`config.mk`:
```
export PLATFORM = sky130hd
export DESIGN_NAME = video_timing_gen
export DESIGN_NICKNAME = d
export VERILOG_FILES = /design/src/rtl/video_timing_pkg.sv /design/src/rtl/video_timing_gen_delayline.sv /design/src/rtl/video_timing_gen.sv
export SDC_FILE = /design/constraint.sdc
export NUM_CORES = 1
export LEC_CHECK = 0
export ABC_CLOCK_PERIOD_IN_PS = 3000
export CAP_MARGIN = 25
export CORE_MARGIN = 2
export CORE_UTILIZATION = 50
export CTS_CLUSTER_SIZE = 12
export DETAILED_ROUTE_END_ITERATION = 10
export DONT_BUFFER_PORTS = 1
export PLACE_DENSITY_LB_ADDON = 0.2
export SLEW_MARGIN = 40
export SYNTH_ARGS = -nofsm -noshare
export SYNTH_HDL_FRONTEND = slang
export SYNTH_SLANG_ARGS = --single-unit
```
`constraint.sdc`:
```
create_clock -name clock -period 3 [get_ports clock]
set_clock_uncertainty 0.2 [all_clocks]
set_input_delay 0.75 -clock clock [delete_from_list [all_inputs] [get_ports clock]]
set_output_delay 0.75 -clock clock [all_outputs]
set_load 0.1 [all_outputs]
```
`src/rtl/video_timing_pkg.sv`:
```
// Shared definitions for the raster timing / test-pattern generator:
// pattern mode encoding, colour-bar table and default 640x480@60 timing.
package video_timing_pkg;

  typedef enum logic [1:0] {
    MODE_BARS  = 2'd0,
    MODE_SOLID = 2'd1,
    MODE_BLACK = 2'd2,
    MODE_FLASH = 2'd3
  } mode_e;

  // Default 640x480@60 timing set.
  localparam int DEF_H_ACTIVE      = 640;
  localparam int DEF_H_FRONT_PORCH = 16;
  localparam int DEF_H_SYNC        = 96;
  localparam int DEF_H_BACK_PORCH  = 48;
  localparam int DEF_V_ACTIVE      = 480;
  localparam int DEF_V_FRONT_PORCH = 10;
  localparam int DEF_V_SYNC        = 2;
  localparam int DEF_V_BACK_PORCH  = 33;

  // Per-bar channel enables {r, g, b}, left to right:
  // red, green, blue, white, black, cyan, yellow, magenta.
  localparam logic [2:0] BAR_COLOURS [8] = '{
    3'b100, 3'b010, 3'b001, 3'b111, 3'b000, 3'b011, 3'b110, 3'b101
  };

  // Expand a bar index into a 24-bit {R,G,B} pixel at the given intensity.
  function automatic logic [23:0] bar_rgb(input logic [2:0] idx, input logic [7:0] lvl);
    logic [2:0] en;
    en = BAR_COLOURS[idx];
    return {en[2] ? lvl : 8'd0, en[1] ? lvl : 8'd0, en[0] ? lvl : 8'd0};
  endfunction

endpackage

```
`src/rtl/video_timing_gen_delayline.sv`:
```
// Fixed-length register delay line. CYCLES=0 is a plain wire.
// Every stage clears to RESET_VAL so the outputs show an idle word
// immediately after reset.
module video_timing_gen_delayline #(
  parameter int               CYCLES    = 2,
  parameter int               WIDTH     = 28,
  parameter logic [WIDTH-1:0] RESET_VAL = '0
) (
  input  logic             clock,
  input  logic             reset,
  input  logic [WIDTH-1:0] din,
  output logic [WIDTH-1:0] dout
);

  generate
    if (CYCLES == 0) begin : g_bypass
      // clock and reset have no load when the line is bypassed.
      logic unused_bypass;
      assign unused_bypass = ^{clock, reset};
      assign dout = din;
    end else begin : g_pipe
      logic [WIDTH-1:0] stage [CYCLES];

      // Shift the word one stage per clock.
      always_ff @(posedge clock) begin
        if (reset) begin
          // NOTE: this array is a short shift register, not a RAM, so every
          // stage is reset; downstream must never see stale sync or video.
          for (int i = 0; i < CYCLES; i++) stage[i] <= RESET_VAL;
        end else begin
          stage[0] <= din;
          for (int i = 1; i < CYCLES; i++) stage[i] <= stage[i-1];
        end
      end

      assign dout = stage[CYCLES-1];
    end
  endgenerate

endmodule

```
`src/rtl/video_timing_gen.sv`:
```
// Parametrised raster timing and test-pattern generator.
// Optional macro VIDEO_TIMING_FRAME_CNT_EN adds a 16-bit frame_count output
// that counts output frame_start pulses.
// Line/frame order: sync, back porch, active, front porch.
module video_timing_gen
  import video_timing_pkg::*;
#(
  parameter int   H_ACTIVE      = DEF_H_ACTIVE,
  parameter int   H_FRONT_PORCH = DEF_H_FRONT_PORCH,
  parameter int   H_SYNC        = DEF_H_SYNC,
  parameter int   H_BACK_PORCH  = DEF_H_BACK_PORCH,
  parameter int   V_ACTIVE      = DEF_V_ACTIVE,
  parameter int   V_FRONT_PORCH = DEF_V_FRONT_PORCH,
  parameter int   V_SYNC        = DEF_V_SYNC,
  parameter int   V_BACK_PORCH  = DEF_V_BACK_PORCH,
  parameter logic H_SYNC_POL    = 1'b0,
  parameter logic V_SYNC_POL    = 1'b0,
  parameter int   PIPE_DELAY    = 2,
  parameter int   FLASH_FRAMES  = 1,
  parameter int   CNT_W         = 12
) (
  input  logic        clock,
  input  logic        reset,
  input  logic [1:0]  mode,
  input  logic [7:0]  level,
  input  logic        flash_req,
  output logic [7:0]  red,
  output logic [7:0]  green,
  output logic [7:0]  blue,
  output logic        de,
  output logic        hsync,
  output logic        vsync,
  output logic        frame_start
`ifdef VIDEO_TIMING_FRAME_CNT_EN
  ,
  output logic [15:0] frame_count
`endif
);

  localparam int H_TOTAL = H_SYNC + H_BACK_PORCH + H_ACTIVE + H_FRONT_PORCH;
  localparam int V_TOTAL = V_SYNC + V_BACK_PORCH + V_ACTIVE + V_FRONT_PORCH;
  localparam int BAR_W   = H_ACTIVE / 8;
  localparam int WORD_W  = 28;

  localparam logic [CNT_W-1:0] CNT_ONE   = CNT_W'(1);
  localparam logic [CNT_W-1:0] H_LAST    = CNT_W'(H_TOTAL - 1);
  localparam logic [CNT_W-1:0] V_LAST    = CNT_W'(V_TOTAL - 1);
  localparam logic [CNT_W-1:0] H_SYNC_E  = CNT_W'(H_SYNC);
  localparam logic [CNT_W-1:0] V_SYNC_E  = CNT_W'(V_SYNC);
  localparam logic [CNT_W-1:0] H_ACT_B   = CNT_W'(H_SYNC + H_BACK_PORCH);
  localparam logic [CNT_W-1:0] H_ACT_E   = CNT_W'(H_SYNC + H_BACK_PORCH + H_ACTIVE);
  localparam logic [CNT_W-1:0] V_ACT_B   = CNT_W'(V_SYNC + V_BACK_PORCH);
  localparam logic [CNT_W-1:0] V_ACT_E   = CNT_W'(V_SYNC + V_BACK_PORCH + V_ACTIVE);
  localparam logic [7:0]       FLASH_LD  = 8'(FLASH_FRAMES);

  // Idle word {de, hsync, vsync, frame_start, rgb}: syncs inactive, no video.
  localparam logic [WORD_W-1:0] IDLE_WORD = {1'b0, ~H_SYNC_POL, ~V_SYNC_POL, 1'b0, 24'd0};

  logic [CNT_W-1:0]  x, y, xa;
  logic              x_last, y_last, at_frame_start;
  mode_e             mode_q;
  logic [7:0]        level_q;
  logic              armed, flash_arm;
  logic [7:0]        flash_cnt;
  logic [2:0]        bar_idx;
  logic              pix_de, pix_hs, pix_vs;
  logic [23:0]       pix_rgb;
  logic [WORD_W-1:0] gen_q, dly_out;

  assign x_last         = (x == H_LAST);
  assign y_last         = (y == V_LAST);
  assign at_frame_start = (x == '0) && (y == '0);
  assign flash_arm      = flash_req && (mode_e'(mode) == MODE_FLASH);

  // Raster counters: x wraps at the line end and advances y.
  always_ff @(posedge clock) begin
    // NOTE: state registers use non-blocking assignments so every flop
    // samples pre-edge values regardless of statement order.
    if (reset) begin
      x <= '0;
      y <= '0;
    end else if (x_last) begin
      x <= '0;
      y <= y_last ? '0 : y + CNT_ONE;
    end else begin
      x <= x + CNT_ONE;
    end
  end

  // Pattern settings change only at frame start so frames are never torn.
  always_ff @(posedge clock) begin
    if (reset) begin
      mode_q  <= MODE_BARS;
      level_q <= 8'd0;
    end else if (at_frame_start) begin
      mode_q  <= mode_e'(mode);
      level_q <= level;
    end
  end

  // Flash arming and frame countdown; a re-arm waits for the current flash.
  always_ff @(posedge clock) begin
    if (reset) begin
      armed     <= 1'b0;
      flash_cnt <= 8'd0;
    end else begin
      if (at_frame_start) begin
        if (flash_cnt > 8'd1) flash_cnt <= flash_cnt - 8'd1;
        else if (armed)       flash_cnt <= FLASH_LD;
        else                  flash_cnt <= 8'd0;
      end
      if (flash_arm)
        armed <= 1'b1;
      else if (at_frame_start && (flash_cnt <= 8'd1))
        armed <= 1'b0;
    end
  end

  // Sync, data-enable and bar index decode from the counters.
  always_comb begin
    // NOTE: every combinational output gets a default first so no path
    // leaves it unassigned (which would infer a latch).
    pix_hs  = (x < H_SYNC_E) ? H_SYNC_POL : ~H_SYNC_POL;
    pix_vs  = (y < V_SYNC_E) ? V_SYNC_POL : ~V_SYNC_POL;
    pix_de  = (x >= H_ACT_B) && (x < H_ACT_E) && (y >= V_ACT_B) && (y < V_ACT_E);
    xa      = x - H_ACT_B;
    bar_idx = 3'd0;
    for (int k = 1; k < 8; k++) begin
      if (xa >= CNT_W'(k * BAR_W)) bar_idx = 3'(k);
    end
  end

  // Pixel colour for the latched mode; blanked outside the active area.
  always_comb begin
    pix_rgb = 24'd0;
    case (mode_q)
      MODE_BARS:  pix_rgb = bar_rgb(bar_idx, level_q);
      MODE_SOLID: pix_rgb = {3{level_q}};
      MODE_FLASH: pix_rgb = (flash_cnt != 8'd0) ? {3{level_q}} : 24'd0;
      default:    pix_rgb = 24'd0;
    endcase
    if (!pix_de) pix_rgb = 24'd0;
  end

  // Generation stage: one register holding the complete output word.
  always_ff @(posedge clock) begin
    if (reset) gen_q <= IDLE_WORD;
    else       gen_q <= {pix_de, pix_hs, pix_vs, at_frame_start, pix_rgb};
  end

  video_timing_gen_delayline #(
    .CYCLES   (PIPE_DELAY),
    .WIDTH    (WORD_W),
    .RESET_VAL(IDLE_WORD)
  ) u_delay (
    .clock(clock),
    .reset(reset),
    .din  (gen_q),
    .dout (dly_out)
  );

  assign {de, hsync, vsync, frame_start, red, green, blue} = dly_out;

`ifdef VIDEO_TIMING_FRAME_CNT_EN
  logic [15:0] frame_count_q;

  // Count delayed frame_start pulses so the count lines up with the video.
  always_ff @(posedge clock) begin
    if (reset)            frame_count_q <= 16'd0;
    else if (frame_start) frame_count_q <= frame_count_q + 16'd1;
  end

  assign frame_count = frame_count_q;
`endif

endmodule
```
==> flow_summary.yaml <==
pwr:
  ir_drop_mv: 0.390
  power_density_nw_per_um2: 723
  p_comb_frac: 0.099
  power.total_w: 0.00424
  seqPwrFrac: 0.429
  power.switching_w: 0.00107
  switching_share: 0.253
  power.internal_w: 0.00317
  leakage_nw: 2.35
  clkPwrFrac: 0.472
timing:
  hold_violations: 0
  fin_crit_ps: 2830
  setup-tns-final_ps: 0
  whs_ps: 117
  period_share: 0.944
  final-max-slew-violation-count: 0
  slew_headroom: 0.557
  max_freq_mhz: 353
  tightest_slew_ps: 648
  setup_violations: 0
floorplan:
  boundaryPins: 41
  fp-row-count: 36
  die_w_um: 104
  core_area_um2: 9770
  initial_utilization: 0.516
  die_height_um: 104
  die-area_um2: 10900
synth:
  synth-seq-cells: 127
  ys_seq_area_frac: 0.504
  synth_edf_count: 0
  syn_area_um2: 5050
  syn_area_per_cell_um2: 9.60
  synth_warnings: 0
  synth-main-ff-cell: "dfxtp_1"
  synth_cells: 526
  yosysUniqueCellTypes: 64
  synth_async_sr_flop_share: 0
  synth_nets: 551
layout:
  nNetsFinal: 569
  drive_gt1_frac: 0.180
  fin_area_um2: 5860
  n_antenna_cell: 0
  finish.utilization: 0.599
  syn2layout_area_growth_pct: 16.1
  n_fill_cell: 814
route:
  routed_via_density: 5.10
  vias: 3522
  wl_per_cell_um: 13.3
  finalWirelength_um: 9190
  ant_nets: 0
  first_iter_violations: 125
  drt-pass1-iter-count: 4
  drc_errors: 0
worst_setup_path:
  required_ps: 3230
  cp-end-kind: "register"
  crit_type: "register to register"
  worstPathArrival_ps: 3060
  path_max_fanout: 8
  critPathLaunchType: "register"
placed_design:
  place.gp.congestion: 0.831
  dpl_cell_area_um2: 5250
  dpl.hpwl_um: 6190
  port_buffers: 0
flow_run:
  cap_violations: 0
global_route:
  grt.overflow.total: 0
  grt_pass1_wl_um: 15700
  first_global_vias: 3408
  track_usage: 0.179
  grt_start_max_net_pins: 79
  grt_antenna_before_repair: 0
cts:
  clk-insertion-delay-late_ps: 500
  root_buffer: "clkbuf_8"
  clockBufferDepth: 2
  cts_made_buffers: 17
  path_clk_slew_ps: 60
  cts.htree.levels: 4
  clock-sinks: 127
  cts_tree: "done"
min_path:
  hold_class: "input port to register"
status:
  status: "finished, final reports clean"
-- cell families after synthesis --
| family | after synthesis | synth area share |
|---|---|---|
| xor+xnor | 26 | 0.0488 |
| fa+ha+maj | 12 | 0.0297 |
| simple gates | 213 | 0.229 |
| mux | 3 | 0.00595 |
| compound gates | 87 | 0.115 |
| flops | 127 | 0.504 |
| buf+inv | 58 | 0.0674 |
-- worst paths after layout --
kind / from / endpoint / slack [ps] / cells past startpoint
worst min-delay path: reset / x[2] / 120 / 1
worst min register to register: u_delay.g_pipe.stage[0][26] / u_delay.g_pipe.stage[0][54] / 210 / 1
worst max register to register: x[5] / gen_q[19] / 170 / 8
worst max-delay path: x[5] / gen_q[19] / 170 / 8
-- metrics by stage --
stage	cells	worst slack (ps)
after global routing	690	-0.0255
after global placement	658	186
final	690	168
after CTS	690	53.5
after detailed placement	658	72.2
after floorplan	526	141
-- flip-flops by register name, summed over array words and instances (netlist names) --
| register | count |
|---|---|
| flash_cnt | 8 |
| level_q | 8 |
| gen_q | 28 |
| u_delay.g_pipe.stage | 56 |
| mode_q | 2 |
| x | 12 |
| y | 12 |
| armed | 1 |
-- timing repair --
| action | 4_1_cts | 5_1_grt |
|---|---|---|
| endpoints found under the setup margin | 0 | 16 |
| buffers inserted | 0 | 0 |
| hold buffers | 0 | 0 |
| gates resized for setup | 0 | 3 |
-- power by group through the flow --
| stage | Sequential [W] | Clock (W) | Combinational [W] |
|---|---|---|---|
| 2_1_floorplan | 0.00185 | 0 | 0.000316 |
| 3_3_place_gp | 0.00185 | 0 | 0.000406 |
| 3_5_place_dp | 0.00185 | 0 | 0.000421 |
| 4_1_cts | 0.00182 | 0.00205 | 0.000425 |
| 5_1_grt | 0.00183 | 0.00213 | 0.000482 |
| 6_report | 0.00182 | 0.00200 | 0.000422 |
-- critical path: stages, from the launching register on --
cell and delay (ps):
dfxtp_1 310, inv_1 150, ha_4 190, or4b_1 480
nor3b_1 170, a2bb2oi_1 160, a221o_2 360, or4_4 550
a21oi_1 190
-- cells in the mapped netlist, types with 3 or more instances --
cell type	instances	area share
or4_1	4	0.0059
buf_4	25	0.037
o211ai_1	3	0.0045
nor2_1	42	0.031
nor2b_1	54	0.067
nor4_1	5	0.0062
inv_1	14	0.010
or3_1	8	0.0099
nand2_1	42	0.031
a21oi_1	38	0.038
nor3b_1	3	0.0045
nor3_1	9	0.0089
and3_1	6	0.0074
or2_2	9	0.011
nand4_1	5	0.0062
ha_1	12	0.030
dfxtp_1	127	0.50
mux2i_1	3	0.0059
nand2b_1	3	0.0037
xnor2_1	13	0.023
nand3_1	9	0.0089
clkbuf_1	12	0.0089
a211oi_1	11	0.016
o21ai_0	10	0.0099
xor2_1	12	0.021
-- layout by cell type, fill, tap and decap left out, drive strengths merged, types with 2 or more instances in the layout --
cell,netlist,layout
nor3b,3,3
clkinv,0,3
mux2i,3,3
and3,6,6
buf,30,43
or4,6,6
inv,14,19
nor2b,54,54
nor2,42,42
clkinvlp,0,3
or2,9,9
bufinv,0,2
a2111oi,2,2
or3,9,9
a211o,2,2
xor2,12,12
nand2b,3,3
a31oi,2,2
a2111o,2,2
nor4,5,5
o211ai,3,3
and2,2,2
a211oi,11,11
dfxtp,127,127
a21o,2,2
nor3,10,10
nand3,9,9
ha,12,12
a21boi,2,2
xnor2,14,14
nand2,42,42
clkbuf,14,19
nor4bb,2,2
o21ai,10,10
a21oi,38,38
nand4,5,5
-- metal layers --
| layer | vias to the layer above | GRT usage | part of all wire | wire length, um |
|---|---|---|---|---|
| li1 | 1812 | - | - | - |
| met1 | 1641 | 0.215 | 0.45 | 4120 |
| met2 | 53 | 0.298 | 0.50 | 4630 |
| met3 | 16 | 0.0495 | 0.028 | 261 |
| met4 | 0 | 0.0811 | 0.019 | 178 |
| met5 | - | 0 | 0 | 0 |
-- area by class of cell --
| class | count | area, um2 | share of cell area |
|---|---|---|---|
| clock buffers | 19 | 432 | 0.0737 |
| clock inverters | 13 | 154 | 0.0263 |
| inverters | 14 | 52.6 | 0.00897 |
| multi-input cells | 341 | 2190 | 0.374 |
| flip-flops and latches | 127 | 2540 | 0.434 |
| well taps | 133 | 166 | 0.0284 |
| repair buffers | 43 | 323 | 0.0551 |
Power figures use the tool's default switching activity.
